File: config.mk
export PLATFORM = sky130hd
export DESIGN_NAME = wdata_chan_mngr
export DESIGN_NICKNAME = d
export VERILOG_FILES = /design/src/rtl/wdata_chan_mngr.sv
export SDC_FILE = /design/constraint.sdc
export NUM_CORES = 1
export LEC_CHECK = 0
export CAP_MARGIN = 0
export CORE_AREA = 2 2 117 119
export DETAILED_ROUTE_END_ITERATION = 10
export DIE_AREA = 0 0 119 121
export MAX_ROUTING_LAYER = met4
export PLACE_DENSITY = 0.66
export SYNTH_ARGS = -nofsm -noshare
export SYNTH_HDL_FRONTEND = slang
export SYNTH_SLANG_ARGS = --single-unit
File: constraint.sdc
create_clock -name clk -period 3.5 [get_ports clk]
set_input_delay 0.875 -clock clk [delete_from_list [all_inputs] [get_ports clk]]
set_output_delay 0.875 -clock clk [all_outputs]
set_load 0.03 [all_outputs]
File: src/rtl/wdata_chan_mngr.sv
// Write-data channel manager: counts accepted address beats, arbitrates for the
// write-data bus and sends one beat per queued write; zero-mask entries are popped silently.
module wdata_chan_mngr #(
  parameter int PEND_MAX = 4,
  parameter int PEND_W   = 3
) (
  input  logic         clk,
  input  logic         rst_n,
  input  logic         next_rq,
  input  logic [3:0]   next_id,
  input  logic [15:0]  next_mask,
  input  logic [127:0] next_data,
  output logic         ren_id_data,
  output logic         req_wd,
  input  logic         gnt_wd,
  output logic         w_valid,
  input  logic         w_ready,
  output logic [3:0]   w_id,
  output logic [15:0]  w_mask,
  output logic [127:0] w_data,
  output logic         w_last,
  output logic         pend_ovf
);

  typedef enum logic [1:0] {
    WDC_IDLE = 2'b00,
    WDC_WREQ = 2'b01,
    WDC_WOUT = 2'b10,
    WDC_DEFO = 2'b11
  } state_e;

  localparam logic [PEND_W-1:0] PEND_MAX_C = PEND_W'(PEND_MAX);

  state_e              state_q, state_d;
  logic [PEND_W-1:0]   pend_cnt_q, pend_cnt_d;
  logic                pend_ovf_q, pend_ovf_d;
  logic                head_ok;
  logic                mask_nz;
  logic                ren;
  logic                req;
  logic                wv;

  assign head_ok = (pend_cnt_q != '0);
  assign mask_nz = |next_mask;

  always_ff @(posedge clk or negedge rst_n) begin
    if (!rst_n) begin
      state_q    <= WDC_IDLE;
      pend_cnt_q <= '0;
      pend_ovf_q <= 1'b0;
    end else begin
      state_q    <= state_d;
      pend_cnt_q <= pend_cnt_d;
      pend_ovf_q <= pend_ovf_d;
    end
  end

  // Unknown decode inputs fall through to the default arms and lock the FSM up.
  always_comb begin
    state_d = state_q;
    ren     = 1'b0;
    req     = 1'b0;
    wv      = 1'b0;
    case (state_q)
      WDC_IDLE: begin
        case ({head_ok, mask_nz})
          2'b11:        state_d = WDC_WREQ;
          2'b10:        ren     = 1'b1;
          2'b00, 2'b01: state_d = WDC_IDLE;
          default:      state_d = WDC_DEFO;
        endcase
      end
      WDC_WREQ: begin
        req = 1'b1;
        case (gnt_wd)
          1'b1:    state_d = WDC_WOUT;
          1'b0:    state_d = WDC_WREQ;
          default: state_d = WDC_DEFO;
        endcase
      end
      WDC_WOUT: begin
        wv = 1'b1;
        case (w_ready)
          1'b1: begin
            ren     = 1'b1;
            state_d = WDC_IDLE;
          end
          1'b0:    state_d = WDC_WOUT;
          default: state_d = WDC_DEFO;
        endcase
      end
      WDC_DEFO: state_d = WDC_DEFO;
      default:  state_d = WDC_DEFO;
    endcase
  end

  // A push and a pop in the same cycle cancel; a push into a full count is the overflow.
  always_comb begin
    pend_cnt_d = pend_cnt_q;
    pend_ovf_d = pend_ovf_q;
    if (next_rq && !ren) begin
      if (pend_cnt_q == PEND_MAX_C) begin
        pend_ovf_d = 1'b1;
      end else begin
        pend_cnt_d = pend_cnt_q + 1'b1;
      end
    end else if (!next_rq && ren && head_ok) begin
      pend_cnt_d = pend_cnt_q - 1'b1;
    end
  end

  assign ren_id_data = ren;
  assign req_wd      = req;
  assign w_valid     = wv;
  assign w_id        = next_id;
  assign w_mask      = next_mask;
  assign w_data      = next_data;
  assign w_last      = 1'b1;
  assign pend_ovf    = pend_ovf_q;

endmodule
==> results.yml <==
timing:
  hold_slack_ns: 0.4752
  hold_viol_final: 0
  period_share_pct: 91.55
  max_freq_ghz: 0.3121
  setup_tns_ns: 0
  rsz0062_at_grt: "false"
  drv_slew: 0
  min_period_ns: 3.204
  finClkSkew_ns: 0.0006107
  setup_viol: 0
layout:
  nets: 247
  final_common_cell: "clkdlybuf4s50_1"
  drive_gt1_share_pct: 13.19
  syn2layout_area_growth_pct: -26.58
  fillers: 1531
  final_cell_mix: "clkdlybuf4s50_1 (39), dfrtp_1 (6), a21oi_1 (5), nor4_2 (4), inv_1 (4)"
clock_network:
  postCtsSetupBuffers: 0
  root_buffer: "clkbuf_16"
  clkTransAtPathRegs_ns: 0.04
  cts_tree: "yes"
  ctsResizeCount: 0
  cts_num_sinks: 6
  clk_latency_ns: 0.23
  clk_path_buf_depth: 2
  numCtsBuffers: 3
  htree_levels: 1
  postCtsHoldBufs: 0
synth:
  synthSimpleGateAreaFrac_pct: 8.861
  synthArstFlopShare_pct: 100.0
  synth_top_family_by_area: "buffers and inverters"
  synth_seq_cells: 6
  synth.area.mux_share_pct: 1.266
  syn-num-nets: 352
  synthCells: 198
  synthAdderAreaFrac_pct: 1.266
  synth.distinct_cells: 31
  yosysSeqAreaShare_pct: 9.494
  synth_edf_count: 0
  netlist_area_um2: 1582
  synth-main-ff-cell: "dfrtp_1"
  syn_area_per_cell_um2: 7.987
  yosys_warnings: 0
  synth_compound_area_share_pct: 5.854
  synthXorXnorAreaFrac_pct: 1.108
global_route:
  grt_antenna_before_repair: 1
  grt_pass1_vias: 835
  grt_start_max_net_pins: 12
  overflow: 0
  grt_pass1_wl_um: 5658
  grt_use_total_pct: 6.041
drt:
  ant_nets: 0
  drc: 0
  drt-total-wl_um: 4429
  dr.first_iter.drc_count: 16
  viasPerCell: 2.881
  vias: 772
  wl_per_cell_um: 16.53
  dr.pass1.iters: 3
floorplanning:
  num_rows: 42
  die-area_um2: 14400
  die_w_um: 119
  die_h_um: 121
  ios: 306
  core_um2: 13090
  start_util_pct: 12.09
run_status:
  status: "complete, no violations"
worst_hold_path:
  hold_end: "pend_ovf"
  hold_path.class: "flop to flop"
  min_from: "pend_ovf"
  whs_path_depth: 1
worst_setup_path:
  critPathKind: "primary input to output pin"
  r2r_slack_ns: 1.10
  cp-start-kind: "primary input"
  crit_chain: "clkdlybuf4s50_1 -> nor4_2 -> and4_4 -> a21oi_4 -> inv_1 -> buf_4"
  cp_top_family: "simple AND/OR/NAND/NOR gates"
  reg2reg_depth: 8
  arrival_ns: 2.33
  timing.rr.end: "pend_cnt_q[2]"
  slowest_stage: "clkdlybuf4s50_1"
  cp.depth: 6
  cp_num_buf_inv: 3
  cp.required_ns: 2.62
  critical_path.max_stage_delay_ns: 0.44
  r2r_start: "pend_cnt_q[1]"
  crit_path_end_kind: "output pin"
  crit_fanout: 7
placement:
  port_buffers: 40
  gp_congestion: 0.6234
  dp_hpwl_um: 3803
pwr:
  power_density_nw_per_um2: 549.7
  p_leak_nw: 0.3802
  vdd_drop_max_mv: 0.2511
job:
  cap_violations: 0
==> where the power goes <==
| part | total [mW] | switching [mW] | internal (mW) |
|---|---|---|---|
| logic | 0.296 | 0.159 | 0.137 |
| clock network | 0.190 | 0.0427 | 0.147 |
| registers | 0.153 | 0.0518 | 0.101 |
==> stage by stage <==
step                worst slack, ns  cell area (µm²)  power (mW)  utilization [%]  instances
finish                       0.2956             1161      0.6382            8.874        268
global route                 0.1384             1161      0.6795            8.874        268
CTS                         0.03790             1152      0.6443            8.807        267
detailed placement          0.04412             1077      0.4489            8.233        264
global placement            0.04865             1077      0.4424            8.233        264
floorplan                    0.9313             1582      0.6316                -        198
==> state kept, by name, indices dropped and copies added, names as in the netlist <==
name and cells:
pend_cnt_q 3, state_q 2, pend_ovf 1
==> cells by family (layout without fill, tap and decap cells) <==
logic type      count (synthesis)  count (layout)
flops                           6               6
xor+xnor                        2               2
simple gates                   19              19
compound gates                 13              13
buf+inv                       154              47
mux                             2               2
other cells                     1               2
fa+ha+maj                       1               1
==> Yosys cell counts, types with 2 or more instances <==
cell type | n | share of area, %
a21oi_1 | 5 | 1.6
mux2i_1 | 2 | 1.3
nor4_2 | 3 | 2.4
nor2b_1 | 2 | 0.79
inv_1 | 4 | 0.95
nor2_1 | 3 | 0.71
buf_4 | 149 | 71
a31oi_1 | 2 | 0.79
dfrtp_1 | 6 | 9.5
==> area by class of cell <==
| type | count | area [µm²] | share of cell area (%) |
|---|---|---|---|
| antenna | 1 | 2.502 | 0.2155 |
| clock buffer | 3 | 75.07 | 6.466 |
| multi-input combinational | 38 | 300.3 | 25.86 |
| inverter | 4 | 15.01 | 1.293 |
| timing repair buffer | 40 | 397.9 | 34.27 |
| tap | 176 | 220.2 | 18.97 |
| sequential | 6 | 150.1 | 12.93 |
==> how the worst max path moves through the flow <==
stage	to	start
CTS	ren_id_data	next_mask[9]
detailed placement	ren_id_data	next_mask[9]
global placement	ren_id_data	next_mask[9]
global route	ren_id_data	next_mask[9]
finish	ren_id_data	next_mask[9]
floorplan	ren_id_data	next_mask[9]
==> routing by layer <==
| layer | up-vias | part of all wire (%) | global-route usage (%) |
|---|---|---|---|
| li1 | 272 | - | - |
| met1 | 289 | 18 | 2.735 |
| met2 | 147 | 46 | 9.088 |
| met3 | 64 | 24 | 7.096 |
| met4 | 0 | 11 | 6.696 |
| met5 | - | 0 | - |
Power figures use the tool's default switching activity.
